`config.mk`:
```
export PLATFORM = sky130hd
export DESIGN_NAME = main_loader
export DESIGN_NICKNAME = d
export VERILOG_FILES = /design/src/rtl/main_loader.sv
export SDC_FILE = /design/constraint.sdc
export NUM_CORES = 1
export LEC_CHECK = 0
export CORE_ASPECT_RATIO = 1.5
export CORE_UTILIZATION = 48
export DETAILED_ROUTE_END_ITERATION = 10
export GPL_TIMING_DRIVEN = 0
export HOLD_SLACK_MARGIN = 0.03
export PLACE_DENSITY = 0.81
export SKIP_CTS_REPAIR_TIMING = 1
export SLEW_MARGIN = 20
export SYNTH_ARGS = -nofsm -noshare
export SYNTH_HDL_FRONTEND = slang
export SYNTH_SLANG_ARGS = --single-unit
```
`constraint.sdc`:
```
create_clock -name clk -period 5.9 [get_ports clk]
set_input_delay 1.77 -clock clk [delete_from_list [all_inputs] [get_ports clk]]
set_output_delay 1.77 -clock clk [all_outputs]
set_load 0.02 [all_outputs]
```
`src/rtl/main_loader.sv`:
```
// Serial-to-parallel operand loader: gathers four words over a valid/ready stream,
// pulses reg_en so the register bank captures them together, then waits for release.
module main_loader #(
    parameter int WIDTH = 32
) (
    input  logic             clk,
    input  logic             rst,
    input  logic             in_valid,
    input  logic [WIDTH-1:0] in_data,
    output logic             in_ready,
    input  logic             i_release,
    input  logic             abort,
    output logic [WIDTH-1:0] num1,
    output logic [WIDTH-1:0] num2,
    output logic [WIDTH-1:0] num3,
    output logic [WIDTH-1:0] num4,
    output logic             reg_en,
    output logic             reg_clr,
    output logic             frame_done,
    output logic [1:0]       word_cnt
);

    typedef enum logic [1:0] {
        ST_COLLECT = 2'd0,
        ST_LOAD    = 2'd1,
        ST_HOLD    = 2'd2
    } state_t;

    state_t           r_state;
    state_t           w_next_state;
    logic [1:0]       r_word_cnt;
    logic [WIDTH-1:0] r_num1;
    logic [WIDTH-1:0] r_num2;
    logic [WIDTH-1:0] r_num3;
    logic [WIDTH-1:0] r_num4;
    logic             r_reg_en;
    logic             r_reg_clr;
    logic             r_frame_done;
    logic             w_in_ready;
    logic             w_xfer;

    // rst is included so the stream is stalled while the block is held in reset
    assign w_in_ready = (r_state == ST_COLLECT) && !abort && rst;
    assign w_xfer     = in_valid && w_in_ready;

    // Next-state decode; abort overrides every state.
    always_comb begin
        w_next_state = r_state;
        case (r_state)
            ST_COLLECT: begin
                if (w_xfer && (r_word_cnt == 2'd3)) begin
                    w_next_state = ST_LOAD;
                end else begin
                    w_next_state = ST_COLLECT;
                end
            end
            ST_LOAD: w_next_state = ST_HOLD;
            ST_HOLD: begin
                if (i_release) begin
                    w_next_state = ST_COLLECT;
                end else begin
                    w_next_state = ST_HOLD;
                end
            end
            default: w_next_state = ST_COLLECT;
        endcase
        if (abort) begin
            w_next_state = ST_COLLECT;
        end else begin
            w_next_state = w_next_state;
        end
    end

    // State register and registered control pulses, decoded from the next state.
    always_ff @(posedge clk or negedge rst) begin
        if (!rst) begin
            r_state      <= ST_COLLECT;
            r_reg_en     <= 1'b0;
            r_reg_clr    <= 1'b0;
            r_frame_done <= 1'b0;
        end else begin
            r_state      <= w_next_state;
            r_reg_en     <= (w_next_state == ST_LOAD);
            r_reg_clr    <= abort;
            r_frame_done <= (w_next_state == ST_HOLD);
        end
    end

    // Shadow slots and fill index; slots not written keep the previous frame's word.
    always_ff @(posedge clk or negedge rst) begin
        if (!rst) begin
            r_word_cnt <= 2'd0;
            r_num1     <= {WIDTH{1'b0}};
            r_num2     <= {WIDTH{1'b0}};
            r_num3     <= {WIDTH{1'b0}};
            r_num4     <= {WIDTH{1'b0}};
        end else if (abort) begin
            r_word_cnt <= 2'd0;
            r_num1     <= {WIDTH{1'b0}};
            r_num2     <= {WIDTH{1'b0}};
            r_num3     <= {WIDTH{1'b0}};
            r_num4     <= {WIDTH{1'b0}};
        end else if (w_xfer) begin
            case (r_word_cnt)
                2'd0:    r_num1 <= in_data;
                2'd1:    r_num2 <= in_data;
                2'd2:    r_num3 <= in_data;
                2'd3:    r_num4 <= in_data;
                default: r_num1 <= in_data;
            endcase
            r_word_cnt <= r_word_cnt + 2'd1;
        end else begin
            r_word_cnt <= r_word_cnt;
        end
    end

    assign in_ready   = w_in_ready;
    assign num1       = r_num1;
    assign num2       = r_num2;
    assign num3       = r_num3;
    assign num4       = r_num4;
    assign reg_en     = r_reg_en;
    assign reg_clr    = r_reg_clr;
    assign frame_done = r_frame_done;
    assign word_cnt   = r_word_cnt;

endmodule

```
==> results.json <==
{
  "cts_buffers": 17,
  "hpwl_um": 14240,
  "antenna_left": 0,
  "status": "finished, final reports clean",
  "maxSlewHeadroom_pct": 59.69,
  "fill_cells": 804,
  "fp.dieH_um": 137.0,
  "grt_pass1_vias": 6125,
  "avgSynthCellArea_um2": 9.419,
  "synth_edf_count": 0,
  "cp.required_ns": 4.13,
  "timing.fmax_mhz": 179.6,
  "cts_root_buf": "clkbuf_16",
  "avgViaCountPerCell": 6.323,
  "grt_pass1_wl_um": 32230,
  "initial_utilization_pct": 50.04,
  "numClockSinks": 135,
  "finalSetupViolCount": 0,
  "dr.first_iter.drc_count": 660,
  "netlist_top_cells_area": "dfrtp_1 (58%), nand3_1 (11%), a21oi_1 (11%)",
  "cts.clk_slew.worst_paths_ns": 0.06,
  "worstPathArrival_ns": 3.80,
  "drv_slew": 0,
  "grt_max_degree": 98,
  "grt_antenna_before_repair": 0,
  "finalHoldViolCount": 0,
  "globalplace.congestion": 0.8566,
  "grt-ovfl-total": 0,
  "h-tree-depth": 4,
  "synth_top_area_share_pct": 57.94,
  "rows": 48,
  "period_needed_ns": 5.568,
  "skew_ns": 0.006190,
  "grt_usage_pct": 33.90,
  "crit_type": "primary input to primary output",
  "port_buffers": 170,
  "rsz0062_at_grt": "false",
  "clkLatencyLatePin_ns": 0.42,
  "die-area_um2": 12600,
  "setup_tns_ns": 0,
  "synthTopCellsByCount": "dfrtp_1 (135), nand3_1 (130), a21oi_1 (128), o21ai_0 (128), clkbuf_1 (57)",
  "max_cap_viol_count": 0,
  "synthCells": 619,
  "synth.most_common_cell": "dfrtp_1",
  "pre_cts_slack_ns": -0.1070,
  "cp_max_fo": 10,
  "final_cells": 972,
  "dp.cells": 940,
  "synth_nets": 660,
  "fin_nets": 851,
  "power_density_nw_per_um2": 285.3,
  "hp-class": "flop to flop",
  "leakagePower_nw": 3.354,
  "drc": 0,
  "yosysWarnings": 0,
  "end_kind": "primary output",
  "die_w_um": 91.99,
  "ys_types": 17,
  "fin_ws_ns": 0.3321,
  "coreArea_um2": 11650,
  "netlist_area_um2": 5831,
  "post_route_cells_drive_above_1_share_pct": 6.083,
  "yosys.area.top_type": "dfrtp_1",
  "top_level_ports": 171,
  "yosysSeqAreaShare_pct": 57.94,
  "worst-slew-pin-transition_ns": 0.6047,
  "vias": 6146,
  "startpoint_type": "primary input",
  "async_reset_ff_share_pct": 100.0,
  "flow.area_growth_from_synthesis_pct": 45.30,
  "cts_tree": "done",
  "synth_flop_cell": "dfrtp_1",
  "ys_ff_latch": 135,
  "post-route-period-util_pct": 94.37,
  "n_antenna_cell": 0,
  "wl_per_cell_um": 21.28,
  "firstDrtPassIters": 5,
  "vdd.ir_drop.worst_mv": 0.2493,
  "cts.path.max_buffers": 2,
  "wirelength_um": 20690
}
layout by cell type, fill, tap and decap left out, drive strengths merged:
cell and n:
clkdlybuf4s50 168, dfrtp 135, nand3 130, o21ai 128, a21oi 128, clkbuf 77, buf 17, bufinv 7
nand2 6, nor2 5, and2 4, ha 4, clkinv 4, inv 3, a211o 2, or4b 1
mux2i 1, clkinvlp 1, dlymetal6s2s 1
through the flow:
stage | power [mW] | area, um2 | hold WS, ns | util (%)
floorplan | 1.055 | 5831 | 0.5311 | -
global placement | 1.167 | 7720 | 0.5273 | 66.26
detailed placement | 1.176 | 7752 | 0.5332 | 66.54
CTS | 2.410 | 8444 | 0.5410 | 72.48
global route | 2.472 | 8472 | 0.5659 | 72.71
finish | 2.417 | 8472 | 0.5406 | 72.71
area by class of cell:
class	instances	area [um2]	share of cell area, %
tap	150	187.7	2.215
inverter	3	13.76	0.1625
timing repair buffer	172	1762	20.79
multi-input combinational	409	2090	24.66
clock inverter	12	249.0	2.939
clock buffer	19	442.9	5.228
buffer	72	349.1	4.121
sequential	135	3378	39.88
flip-flops by register name, indices dropped and copies added (netlist names):
register	cells
frame_done	1
num1	32
num2	32
num3	32
num4	32
r_state	2
reg_clr	1
reg_en	1
word_cnt	2
cell families after synthesis:
group	share of synthesized area, %
flip-flops	57.94
buffers and inverters	6.223
multiplexers	0.1717
adder cells (fa/ha/maj)	0.8584
AND/OR/NAND/NOR	12.53
AO/OA/AOI/OAI	22.27
worst max-delay path, cell delays in order:
cell	delay [ns]
clkdlybuf4s50_1	0.42
clkbuf_1	0.21
or4b_4	0.62
buf_6	0.18
inv_4	0.09
buf_2	0.24
dlymetal6s2s_1	0.26
report_power, final:
part           switching (mW)  total, mW  internal, mW  leakage (nW)
combinational           0.149      0.222        0.0731          1.14
sequential            0.00797      0.946         0.938          1.88
clock                   0.404       1.25         0.845         0.333
metal layers:
| metal | wire length (um) | share of wire (%) | vias to the layer above | global-route usage (%) |
|---|---|---|---|---|
| li1 | - | - | 2591 | - |
| met1 | 6938 | 34 | 2968 | 38.40 |
| met2 | 10720 | 52 | 475 | 57.96 |
| met3 | 1769 | 8.6 | 112 | 6.944 |
| met4 | 1259 | 6.1 | 0 | 22.14 |
| met5 | 0 | 0 | - | 0 |
final timing paths:
path                                         to               startpoint  slack, ns  cells past startpoint
min reg2reg                 num2[6]$_DFFE_PN0P_      num2[6]$_DFFE_PN0P_       0.54                      2
min                         num2[6]$_DFFE_PN0P_      num2[6]$_DFFE_PN0P_       0.54                      2
max in group asynchronous  num1[28]$_DFFE_PN0P_                      rst       4.05                      2
min in group asynchronous      reg_en$_DFF_PN0_                      rst       1.23                      1
max                                    in_ready                    abort       0.33                      7
max reg2reg                num3[27]$_DFFE_PN0P_  word_cnt[0]$_DFFE_PN0P_       3.91                      7
No activity file was read; power rests on OpenSTA's default activity.
